$ cat src/rtl/ofs_plat_host_chan_rd_arbiter_pkg.sv
// Shared types and helpers for the host-channel c0 read-request arbiter.
package ofs_plat_host_chan_rd_arb_pkg;

  typedef logic [1:0] t_cl_len;

  localparam t_cl_len CL_LEN_1       = 2'd0;
  localparam t_cl_len CL_LEN_2       = 2'd1;
  localparam t_cl_len CL_LEN_ILLEGAL = 2'd2;
  localparam t_cl_len CL_LEN_4       = 2'd3;

  typedef logic [7:0] t_outstanding;

  // Width of a requester index, never less than one bit.
  function automatic int tag_width(input int num_req);
    int w;
    w = 1;
    while ((1 << w) < num_req) w++;
    return w;
  endfunction

endpackage

$ cat src/rtl/ofs_plat_host_chan_rd_arbiter_if.sv
// Requester-side and host c0-side bus bundle seen by the read arbiter.
interface ofs_plat_host_chan_rd_arbiter_if
  import ofs_plat_host_chan_rd_arb_pkg::*;
#(
  parameter int NUM_REQ = 4,
  parameter int ADDR_W  = 42,
  parameter int MDATA_W = 16
);
  logic [NUM_REQ-1:0]              req_valid;
  logic [NUM_REQ-1:0]              req_ready;
  logic [NUM_REQ-1:0][ADDR_W-1:0]  req_addr;
  t_cl_len [NUM_REQ-1:0]           req_cl_len;
  logic [NUM_REQ-1:0][MDATA_W-1:0] req_mdata;

  logic                            c0_tx_valid;
  logic [ADDR_W-1:0]               c0_tx_addr;
  t_cl_len                         c0_tx_cl_len;
  logic [MDATA_W-1:0]              c0_tx_mdata;
  logic                            c0_tx_almfull;

  logic                            c0_rx_valid;
  logic [MDATA_W-1:0]              c0_rx_mdata;
  logic [1:0]                      c0_rx_cl_num;
  logic [511:0]                    c0_rx_data;

  logic [NUM_REQ-1:0]              rsp_valid;
  logic [MDATA_W-1:0]              rsp_mdata;
  logic [1:0]                      rsp_cl_num;
  logic [511:0]                    rsp_data;

  modport slave (
    input  req_valid, req_addr, req_cl_len, req_mdata,
    output req_ready,
    output c0_tx_valid, c0_tx_addr, c0_tx_cl_len, c0_tx_mdata,
    input  c0_tx_almfull,
    input  c0_rx_valid, c0_rx_mdata, c0_rx_cl_num, c0_rx_data,
    output rsp_valid, rsp_mdata, rsp_cl_num, rsp_data
  );

  modport master (
    output req_valid, req_addr, req_cl_len, req_mdata,
    input  req_ready,
    input  c0_tx_valid, c0_tx_addr, c0_tx_cl_len, c0_tx_mdata,
    output c0_tx_almfull,
    output c0_rx_valid, c0_rx_mdata, c0_rx_cl_num, c0_rx_data,
    input  rsp_valid, rsp_mdata, rsp_cl_num, rsp_data
  );

endinterface

$ cat src/rtl/ofs_plat_prim_rr_arbiter.sv
// Generic round-robin arbiter: one-hot grant, priority rotates past the last advanced grant.
module ofs_plat_prim_rr_arbiter
  import ofs_plat_host_chan_rd_arb_pkg::*;
#(
  parameter int NUM_REQ = 4,
  parameter int IDX_W   = tag_width(NUM_REQ)
) (
  input  logic               clk,
  input  logic               reset_n,
  input  logic [NUM_REQ-1:0] req,
  input  logic               advance,
  output logic [NUM_REQ-1:0] grant,
  output logic [IDX_W-1:0]   grant_idx
);

  logic [IDX_W-1:0] last_grant;
  logic [IDX_W-1:0] idx;
  logic             found;

  always_comb begin
    grant     = '0;
    grant_idx = '0;
    found     = 1'b0;
    idx       = '0;
    for (int off = 1; off <= NUM_REQ; off++) begin
      idx = IDX_W'((int'(last_grant) + off) % NUM_REQ);
      if (!found && req[idx]) begin
        grant[idx] = 1'b1;
        grant_idx  = idx;
        found      = 1'b1;
      end
    end
  end

  // Reset to the last index so requester 0 wins first.
  always_ff @(posedge clk or negedge reset_n) begin
    if (!reset_n)     last_grant <= IDX_W'(NUM_REQ - 1);
    else if (advance) last_grant <= grant_idx;
  end

endmodule

$ cat src/rtl/ofs_plat_host_chan_rd_arbiter.sv
// Shares one CCI-P c0 read channel among NUM_REQ requesters with per-requester line credits
// and steers read responses back by the tag carried in the upper mdata bits.
module ofs_plat_host_chan_rd_arbiter
  import ofs_plat_host_chan_rd_arb_pkg::*;
#(
  parameter int NUM_REQ         = 4,
  parameter int ADDR_W          = 42,
  parameter int MDATA_W         = 16,
  parameter int MAX_OUTSTANDING = 64
) (
  input  logic                              clk,
  input  logic                              reset_n,
  ofs_plat_host_chan_rd_arbiter_if.slave    bus,
  output logic                              idle,
  output logic                              err
);

  localparam int TAG_W = tag_width(NUM_REQ);
  localparam int LOW_W = MDATA_W - TAG_W;

  logic [NUM_REQ-1:0] eligible;
  logic [NUM_REQ-1:0] grant;
  logic [TAG_W-1:0]   gidx;
  logic [TAG_W-1:0]   rx_tag;
  logic               hs;
  logic               rx_hit;
  logic               err_set;
  logic               cnt_zero;
  t_cl_len            g_len;
  t_outstanding       cnt      [NUM_REQ];
  t_outstanding       cnt_next [NUM_REQ];

  always_comb begin
    eligible = '0;
    for (int i = 0; i < NUM_REQ; i++) begin
      eligible[i] = bus.req_valid[i] && !bus.c0_tx_almfull &&
                    ({1'b0, cnt[i]} + {7'b0, bus.req_cl_len[i]} + 9'd1
                     <= 9'(MAX_OUTSTANDING));
    end
  end

  ofs_plat_prim_rr_arbiter #(
    .NUM_REQ (NUM_REQ),
    .IDX_W   (TAG_W)
  ) u_rr (
    .clk       (clk),
    .reset_n   (reset_n),
    .req       (eligible),
    .advance   (hs),
    .grant     (grant),
    .grant_idx (gidx)
  );

  assign bus.req_ready = grant;
  assign hs            = |grant;
  assign g_len         = bus.req_cl_len[gidx];
  assign rx_tag        = bus.c0_rx_mdata[MDATA_W-1 -: TAG_W];
  assign rx_hit        = bus.c0_rx_valid && (int'(rx_tag) < NUM_REQ) && (cnt[rx_tag] != '0);
  assign err_set       = (bus.c0_rx_valid && !rx_hit) || (hs && g_len == CL_LEN_ILLEGAL);

  // A grant and a response on the same requester net out in one update.
  always_comb begin
    cnt_zero = 1'b1;
    for (int i = 0; i < NUM_REQ; i++) begin
      cnt_next[i] = cnt[i];
      if (hs && gidx == TAG_W'(i))     cnt_next[i] = cnt_next[i] + t_outstanding'(g_len) + 8'd1;
      if (rx_hit && rx_tag == TAG_W'(i)) cnt_next[i] = cnt_next[i] - 8'd1;
      cnt_zero = cnt_zero && (cnt_next[i] == '0);
    end
  end

  always_ff @(posedge clk or negedge reset_n) begin
    if (!reset_n) begin
      for (int i = 0; i < NUM_REQ; i++) cnt[i] <= '0;
      bus.c0_tx_valid  <= 1'b0;
      bus.c0_tx_addr   <= '0;
      bus.c0_tx_cl_len <= CL_LEN_1;
      bus.c0_tx_mdata  <= '0;
      bus.rsp_valid    <= '0;
      bus.rsp_mdata    <= '0;
      bus.rsp_cl_num   <= '0;
      bus.rsp_data     <= '0;
      idle             <= 1'b1;
      err              <= 1'b0;
    end else begin
      for (int i = 0; i < NUM_REQ; i++) cnt[i] <= cnt_next[i];
      bus.c0_tx_valid <= hs;
      if (hs) begin
        bus.c0_tx_addr   <= bus.req_addr[gidx];
        bus.c0_tx_cl_len <= g_len;
        bus.c0_tx_mdata  <= {gidx, bus.req_mdata[gidx][LOW_W-1:0]};
      end
      bus.rsp_valid <= rx_hit ? (NUM_REQ'(1) << rx_tag) : '0;
      if (bus.c0_rx_valid) begin
        bus.rsp_mdata  <= {{TAG_W{1'b0}}, bus.c0_rx_mdata[LOW_W-1:0]};
        bus.rsp_cl_num <= bus.c0_rx_cl_num;
        bus.rsp_data   <= bus.c0_rx_data;
      end
      idle <= cnt_zero && !hs;
      err  <= err | err_set;
    end
  end

endmodule

$ cat src/flat_wrapper.sv
// flat-port wrapper written by rule: the top's interface ports become plain ports
module ofs_plat_host_chan_rd_arbiter_flat import ofs_plat_host_chan_rd_arb_pkg::*;
#(
  parameter int NUM_REQ         = 4,
  parameter int ADDR_W          = 42,
  parameter int MDATA_W         = 16,
  parameter int MAX_OUTSTANDING = 64
)
  (clk, reset_n, idle, err, bus_req_valid, bus_req_addr, bus_req_cl_len, bus_req_mdata, bus_req_ready, bus_c0_tx_valid, bus_c0_tx_addr, bus_c0_tx_cl_len, bus_c0_tx_mdata, bus_c0_tx_almfull, bus_c0_rx_valid, bus_c0_rx_mdata, bus_c0_rx_cl_num, bus_c0_rx_data, bus_rsp_valid, bus_rsp_mdata, bus_rsp_cl_num, bus_rsp_data);
  ofs_plat_host_chan_rd_arbiter_if #(.NUM_REQ(NUM_REQ), .ADDR_W(ADDR_W), .MDATA_W(MDATA_W)) bus_i ();
  input  logic clk;
  input  logic reset_n;
  output logic idle;
  output logic err;
  input wire logic [$bits(bus_i.req_valid)-1:0] bus_req_valid;
  input wire logic [$bits(bus_i.req_addr)-1:0] bus_req_addr;
  input wire logic [$bits(bus_i.req_cl_len)-1:0] bus_req_cl_len;
  input wire logic [$bits(bus_i.req_mdata)-1:0] bus_req_mdata;
  output wire logic [$bits(bus_i.req_ready)-1:0] bus_req_ready;
  output wire logic [$bits(bus_i.c0_tx_valid)-1:0] bus_c0_tx_valid;
  output wire logic [$bits(bus_i.c0_tx_addr)-1:0] bus_c0_tx_addr;
  output wire logic [$bits(bus_i.c0_tx_cl_len)-1:0] bus_c0_tx_cl_len;
  output wire logic [$bits(bus_i.c0_tx_mdata)-1:0] bus_c0_tx_mdata;
  input wire logic [$bits(bus_i.c0_tx_almfull)-1:0] bus_c0_tx_almfull;
  input wire logic [$bits(bus_i.c0_rx_valid)-1:0] bus_c0_rx_valid;
  input wire logic [$bits(bus_i.c0_rx_mdata)-1:0] bus_c0_rx_mdata;
  input wire logic [$bits(bus_i.c0_rx_cl_num)-1:0] bus_c0_rx_cl_num;
  input wire logic [$bits(bus_i.c0_rx_data)-1:0] bus_c0_rx_data;
  output wire logic [$bits(bus_i.rsp_valid)-1:0] bus_rsp_valid;
  output wire logic [$bits(bus_i.rsp_mdata)-1:0] bus_rsp_mdata;
  output wire logic [$bits(bus_i.rsp_cl_num)-1:0] bus_rsp_cl_num;
  output wire logic [$bits(bus_i.rsp_data)-1:0] bus_rsp_data;
  assign bus_i.req_valid = bus_req_valid;
  assign bus_i.req_addr = bus_req_addr;
  assign bus_i.req_cl_len = bus_req_cl_len;
  assign bus_i.req_mdata = bus_req_mdata;
  assign bus_req_ready = bus_i.req_ready;
  assign bus_c0_tx_valid = bus_i.c0_tx_valid;
  assign bus_c0_tx_addr = bus_i.c0_tx_addr;
  assign bus_c0_tx_cl_len = bus_i.c0_tx_cl_len;
  assign bus_c0_tx_mdata = bus_i.c0_tx_mdata;
  assign bus_i.c0_tx_almfull = bus_c0_tx_almfull;
  assign bus_i.c0_rx_valid = bus_c0_rx_valid;
  assign bus_i.c0_rx_mdata = bus_c0_rx_mdata;
  assign bus_i.c0_rx_cl_num = bus_c0_rx_cl_num;
  assign bus_i.c0_rx_data = bus_c0_rx_data;
  assign bus_rsp_valid = bus_i.rsp_valid;
  assign bus_rsp_mdata = bus_i.rsp_mdata;
  assign bus_rsp_cl_num = bus_i.rsp_cl_num;
  assign bus_rsp_data = bus_i.rsp_data;
  ofs_plat_host_chan_rd_arbiter #(.NUM_REQ(NUM_REQ), .ADDR_W(ADDR_W), .MDATA_W(MDATA_W), .MAX_OUTSTANDING(MAX_OUTSTANDING)) u_core (.clk(clk), .reset_n(reset_n), .bus(bus_i), .idle(idle), .err(err));
endmodule
$ cat config.mk
export PLATFORM = sky130hd
export DESIGN_NAME = ofs_plat_host_chan_rd_arbiter_flat
export DESIGN_NICKNAME = d
export VERILOG_FILES = /design/src/rtl/ofs_plat_host_chan_rd_arbiter_pkg.sv /design/src/rtl/ofs_plat_host_chan_rd_arbiter_if.sv /design/src/rtl/ofs_plat_prim_rr_arbiter.sv /design/src/rtl/ofs_plat_host_chan_rd_arbiter.sv /design/src/flat_wrapper.sv
export SDC_FILE = /design/constraint.sdc
export NUM_CORES = 1
export LEC_CHECK = 0
export CORE_AREA = 2 2 540 542
export DETAILED_ROUTE_END_ITERATION = 8
export DIE_AREA = 0 0 542 544
export MAX_ROUTING_LAYER = met4
export PLACE_DENSITY = 0.3
export SLEW_MARGIN = 5
export SYNTH_ARGS = -nofsm -noshare
export SYNTH_HDL_FRONTEND = slang
export SYNTH_SLANG_ARGS = --single-unit
$ cat constraint.sdc
create_clock -name clk -period 12.5 [get_ports clk]
set_input_delay 3.125 -clock clk [delete_from_list [all_inputs] [get_ports clk]]
set_output_delay 3.125 -clock clk [all_outputs]
set_load 0.02 [all_outputs]
* Yosys cells after proc, flatten, opt, wreduce, memory -nomap -nowiden
Index checks and enable logic that the tools add are counted.
** Operators by class
- Bitwise gates (word level) :: 5
- Multiplexer cells :: 45
- Magnitude comparators :: 14
- Reduce and logical (&&, ||, !) cells :: 45
- Equality and inequality tests :: 7
- Add/subtract/negate cells :: 24
- Shift operators :: 1
** Operator list (number)
- 42-bit binary-select mux with 2-bit select :: 1
- 8-bit two-way mux :: 10
- 42-bit two-way mux :: 1
- 8-bit by 2-bit adder with 9-bit output :: 4
- 9-bit by 1-bit adder with 9-bit output (second input constant) :: 4
- 9-bit by 7-bit <= comparator with 1-bit output (second input constant) :: 4
- 8-bit by 1-bit adder with 8-bit output (second input constant) :: 4
- 8-bit by 2-bit adder with 8-bit output :: 4
- 16-bit binary-select mux with 2-bit select :: 1
- 8-bit logical NOT :: 4
- 8-bit by 1-bit subtractor with 8-bit output (second input constant) :: 4
- 1-bit logical AND :: 30
- 4-bit two-way mux :: 5
- 8-bit binary-select mux with 2-bit select :: 1
- 2-bit by 3-bit < comparator with 1-bit output (second input constant) :: 5
- 14-bit two-way mux :: 1
- 4-bit OR :: 3
- 1-bit two-way mux :: 11
- 2-bit equality test (second input constant) :: 5
- 2-bit two-way mux :: 5
- 1-bit binary-select mux with 2-bit select :: 4
- 1-bit demux with 2-bit select :: 4
- 2-bit by 1-bit >= comparator with 1-bit output (second input constant) :: 4
- 8-bit nonzero test :: 1
- other kinds (12) :: 21
** Storage, ports and cells
- Output and inout bits :: 601
- Bits in registers :: 629
- Bits of input ports :: 778
- Logic and storage cells :: 156

* Longest topological paths before layout
- Depth after elaboration :: 28
- Mapped depth :: 29
- Gate-level depth less buffers :: 28

* By module
Synthesis repeated with hierarchy kept, for this count alone.
** Second synthesis, totals
- Cells, all modules :: 1910
- Area, all modules :: 27371.3 µm²
** Modules (own cells, without submodules)
- ofs_plat_host_chan_rd_arbiter :: instances 1, area an instance 26785.7 µm², seq. area each 15691.3 µm², cells an instance 1853
- ofs_plat_prim_rr_arbiter :: instances 1, area an instance 585.6 µm², seq. area each 52.6 µm², cells an instance 57

* Worst setup path before layout
No wires, ideal clock.
- Kind :: input port to flip-flop
- Start point :: input bus_req_cl_len[7]
- End point :: register u_core.idle
- Stages :: 25
- Library setup time :: 90 ps
- Arrival :: 9142 ps
- Required time :: 12410 ps
- Buffers on the path :: 5
- Slack :: 3268 ps
- Cell sequence :: ha_1 -> nor2b_1 -> a2bb2oi_1 -> o21ai_0 -> a221oi_1 -> or3_1 -> a221o_1 -> buf_2 -> buf_1 -> buf_2 -> clkbuf_1 -> a21oi_1 -> fa_1 -> mux2i_1 -> ha_1 -> and2_1 -> clkbuf_1 -> nor2_1 -> a2111oi_0 -> nand4_1 -> o221a_1 -> or3b_1 -> nor4_1 -> nand4_1 -> nor4_2
** RTL lines
- start, declared :: line flat_wrapper.sv:17 : input wire logic [$bits(bus_i.req_cl_len)-1:0] bus_req_cl_len;
- end signal, assigned :: line ofs_plat_host_chan_rd_arbiter.sv:99 : idle <= cnt_zero && !hs;
- end, declared :: line ofs_plat_host_chan_rd_arbiter.sv:14 : output logic idle,

* Worst setup path after layout
- Start point :: input bus_req_cl_len[2]
- End point :: output bus_req_ready[3]
** On the way
- Cells in the longest elaborated chain, start to end :: 16
- Elaborated cells between the ends (all ways) :: 28
- Those cells by class :: add/sub (2); order compare (1); mux (15); bitwise (3); reduce/logical (7)
** RTL lines
- 8-bit by 2-bit adder with 9-bit output * :: line ofs_plat_host_chan_rd_arbiter.sv:37 : ({1'b0, cnt[i]} + {7'b0, bus.req_cl_len[i]} + 9'd1
- 9-bit by 1-bit adder with 9-bit output * :: line ofs_plat_host_chan_rd_arbiter.sv:37
- 9-bit by 7-bit <= comparator with 1-bit output * :: line ofs_plat_host_chan_rd_arbiter.sv:38 : <= 9'(MAX_OUTSTANDING));
- 1-bit logical AND * :: line ofs_plat_host_chan_rd_arbiter.sv:36 : eligible[i] = bus.req_valid[i] && !bus.c0_tx_almfull &&
- 1-bit binary-select mux with 2-bit select :: line ofs_plat_prim_rr_arbiter.sv:27 : if (!found && req[idx]) begin
- 1-bit two-way mux (not written as such) :: line ofs_plat_prim_rr_arbiter.sv:27
- 1-bit two-way mux :: line ofs_plat_prim_rr_arbiter.sv:27
- 1-bit logical NOT :: line ofs_plat_prim_rr_arbiter.sv:27
- 1-bit logical AND :: line ofs_plat_prim_rr_arbiter.sv:27
- 1-bit two-way mux :: line ofs_plat_prim_rr_arbiter.sv:27
- 1-bit logical NOT :: line ofs_plat_prim_rr_arbiter.sv:27
- 1-bit logical AND :: line ofs_plat_prim_rr_arbiter.sv:27
- 1-bit two-way mux :: line ofs_plat_prim_rr_arbiter.sv:27
- 1-bit logical NOT :: line ofs_plat_prim_rr_arbiter.sv:27
- 1-bit logical AND :: line ofs_plat_prim_rr_arbiter.sv:27
- 4-bit two-way mux * :: line ofs_plat_prim_rr_arbiter.sv:27
- end, declared :: line flat_wrapper.sv:19 : output wire logic [$bits(bus_i.req_ready)-1:0] bus_req_ready;
Mark *: on every way between the ends. The rest lies on a longest branch, timed or not. The select of a mux whose other input is x is not followed.

==> impl_metrics.json <==
{
  "status": "finished clean",
  "relSlewSlack_pct": 26.7,
  "arrival_ns": 6.81,
  "synth.yosys.warnings": 0,
  "yosysSeqAreaShare_pct": 57.7,
  "grt_start_max_net_pins": 138,
  "cts_root_buf": "clkbuf_16",
  "grt_remaining_overflow": 0,
  "finalHoldViolCount": 0,
  "p_int_uw": 5490,
  "worstSetupPathDepth": 11,
  "grt_pass1_vias": 24600,
  "synthArstFlopShare_pct": 100,
  "cts_sinks": 629,
  "num_io_pins": 1379,
  "crit_path_frequent_cell": "clkdlybuf4s50_1",
  "fin_tns_setup_ns": 0,
  "synth-edff-count": 0,
  "finalCritPeriodShare_pct": 79.5,
  "die_width_um": 542,
  "required_ns": 9.38,
  "fin_hold_ws_ns": 0.476,
  "dp_slack_ns": 2.00,
  "synth_seq_cells": 629,
  "core_area_sq_um": 289000,
  "drc_errors": 0,
  "ant_nets": 0,
  "path_max_fanout": 7,
  "htreeDepth": 3,
  "syn_area_sq_um": 27300,
  "wire_per_inst_um": 28.1,
  "via_count": 23600,
  "maxCapViolCount": 0,
  "routabilityCongestion": 0.856,
  "comb_power_share_pct": 36.8,
  "post-cts-setup-buffers": 0,
  "drt-total-wl_mm": 207,
  "grtUsageMet1_pct": 14.4,
  "hpwl_mm": 172,
  "worstSkewPairLatency_ns": 0.77,
  "finClkSkew_ns": 0.0491,
  "p_switching_uw": 3250,
  "synthDistinctLibCells": 87,
  "power_density_nw_per_um2": 178,
  "ctsHoldBuffers": 0,
  "worst_pin_slew_ns": 1.10,
  "p_sw_share_pct": 37.2,
  "path_clk_slew_ns": 0.05,
  "fin_ws_ns": 2.56,
  "grt_pass1_wl_mm": 264,
  "cts_tree": "built",
  "slowest_delay_ns": 0.80,
  "final_common_cell": "clkdlybuf4s50_1",
  "cpMaxStageDelayCell": "a2111oi_0",
  "drive_gt1_share_pct": 21.4,
  "fin_crit_ns": 9.94,
  "p_leak_uw": 0.0188,
  "clockPowerShare_pct": 32.9,
  "rsz0062_at_grt": "false",
  "grtUsageMet3_pct": 6.13,
  "vdd_ir_drop_max_uv": 155,
  "start_util_pct": 9.43,
  "setup_violations": 0,
  "critPathTopFamily": "compound AO/OA/AOI/OAI gates",
  "path_class": "in2out",
  "post_synth.cell_area_avg_sq_um": 13.6,
  "groute.usage.overall_pct": 14.0,
  "rows": 198,
  "antenna_found_initial": 190,
  "path_cells": "clkdlybuf4s50_1 -> inv_1 -> ha_1 -> nand2_1 -> a41o_1 -> a31oi_2 -> o211ai_1 -> a2111oi_0 -> or2_2 -> a221o_1 -> clkdlybuf4s50_1",
  "reg2reg_depth": 23,
  "layout.nets": 4200,
  "viasPerCell": 3.20,
  "dieHeight_um": 544,
  "final_cell_mix": "clkdlybuf4s50_1 (1366), dfrtp_1 (626), mux2_2 (531)",
  "critPathLaunchType": "primary input",
  "die-area_sq_um": 295000,
  "use_met2_pct": 24.1,
  "min_path_type": "reg2reg",
  "grt.busiest_layer": "met2",
  "end_kind": "output port",
  "portBuffers": 1368,
  "fmax_ghz": 0.101,
  "syn_inst": 2013,
  "p_seq_share_pct": 30.3,
  "initialDrtViolationCount": 1049,
  "hold_depth": 1,
  "cts_resized": 0,
  "worst-path-buf-inv": 3,
  "clock_path_buffers": 4,
  "area_growth_pct": 79.9,
  "final_max_slew_viol_count": 0,
  "cts_made_buffers": 98,
  "synth_flop_cell": "dfrtp_1",
  "firstDrtPassIters": 5
}
-- flip-flops by register name, indices dropped and copies added (netlist names) --
register,count
u_core.idle,1
u_core.bus.c0_tx_mdata,16
u_core.err,1
u_core.u_rr.last_grant,2
u_core.bus.rsp_valid,4
u_core.bus.rsp_mdata,14
u_core.bus.c0_tx_addr,42
u_core.bus.c0_tx_cl_len,2
u_core.bus.rsp_cl_num,2
u_core.bus.rsp_data,512
u_core.bus.c0_tx_valid,1
u_core.cnt,32
-- cell usage after synthesis, types with 4 or more instances --
cell | n | area [sq um]
a211oi_1 | 25 | 188
a221o_1 | 54 | 541
nor4b_1 | 4 | 35.0
o211ai_1 | 5 | 37.5
o22ai_1 | 7 | 43.8
nor2b_1 | 7 | 43.8
xnor2_1 | 19 | 166
clkbuf_1 | 93 | 349
o31ai_1 | 4 | 30.0
o21ai_0 | 76 | 380
xor2_1 | 10 | 87.6
nor2_1 | 46 | 173
a2111oi_0 | 4 | 35.0
or2_2 | 6 | 37.5
a31oi_1 | 6 | 37.5
dfrtp_1 | 626 | 15700
nand2_1 | 105 | 394
ha_1 | 28 | 350
a21oi_1 | 27 | 135
nand3_1 | 27 | 135
a21o_1 | 17 | 128
inv_1 | 31 | 116
nand4_1 | 10 | 62.6
and2_1 | 14 | 87.6
nor3_1 | 26 | 130
fa_1 | 4 | 80.1
and3_1 | 5 | 31.3
or3_1 | 12 | 75.1
buf_2 | 11 | 55.1
o21a_1 | 4 | 30.0
buf_1 | 10 | 37.5
mux2_2 | 531 | 5980
mux2i_1 | 67 | 671
buf_4 | 4 | 30.0
nor4_1 | 7 | 43.8
-- routing by layer --
layer / wire length, um / vias to the layer above
li1: - / 10400
met5: 0 / -
met3: 21700 / 265
met2: 104000 / 1074
met1: 75400 / 11900
met4: 5810 / 0
-- final cells by class --
class	count	area, sq um
multi-input combinational	1233	11000
inverter	34	128
sequential	629	15700
timing repair buffer	1394	13900
fill	31900	240000
antenna	123	308
clock inverter	22	337
tap	3800	4750
clock buffer	146	2870
-- power groups by stage --
stage | Sequential [uW] | Combinational [uW] | Clock [uW]
final | 2640 | 3220 | 2880
after global routing | 2690 | 3490 | 3090
after CTS | 2650 | 3330 | 3030
after detailed placement | 2680 | 3310 | 0
after global placement | 2670 | 3310 | 0
after floorplan | 2910 | 1310 | 0
-- final timing paths --
check | end | slack (ns) | start
worst min register to register | u_core.bus.c0_tx_addr[3]$_DFFE_PN0N_ | 0.48 | u_core.bus.c0_tx_addr[3]$_DFFE_PN0N_
max in group asynchronous | u_core.bus.rsp_data[49]$_DFFE_PN0P_ | 8.19 | reset_n
worst min-delay path | u_core.bus.c0_tx_addr[3]$_DFFE_PN0N_ | 0.48 | u_core.bus.c0_tx_addr[3]$_DFFE_PN0N_
worst max-delay path | bus_req_ready[3] | 2.56 | bus_req_cl_len[2]
min in group asynchronous | u_core.bus.rsp_data[450]$_DFFE_PN0P_ | 2.28 | reset_n
worst max register to register | u_core.idle$_DFF_PN1_ | 5.16 | u_core.cnt[2]$_DFF_PN0_
-- kinds of logic (layout without fill, tap and decap cells) --
family	Yosys count	after routing	synth area share (%)
flops	629	629	57.7
mux	599	599	24.4
simple gates	295	295	5.44
compound gates	275	275	7.61
buf+inv	152	1596	2.20
fa+ha+maj	32	32	1.58
xor+xnor	30	30	1.01
other cells	1	125	0.0137
-- per-stage QoR --
stage | instance area, sq um | total power [uW] | util (%) | cells
detailed placement | 45600 | 5990 | 15.7 | 7090
global route | 49100 | 9270 | 17.0 | 7378
floorplan | 27300 | 4210 | - | 2014
finish | 49100 | 8740 | 17.0 | 7381
global placement | 45600 | 5990 | 15.7 | 7090
CTS | 48800 | 9010 | 16.9 | 7258
(Power assumes the default switching activity.)
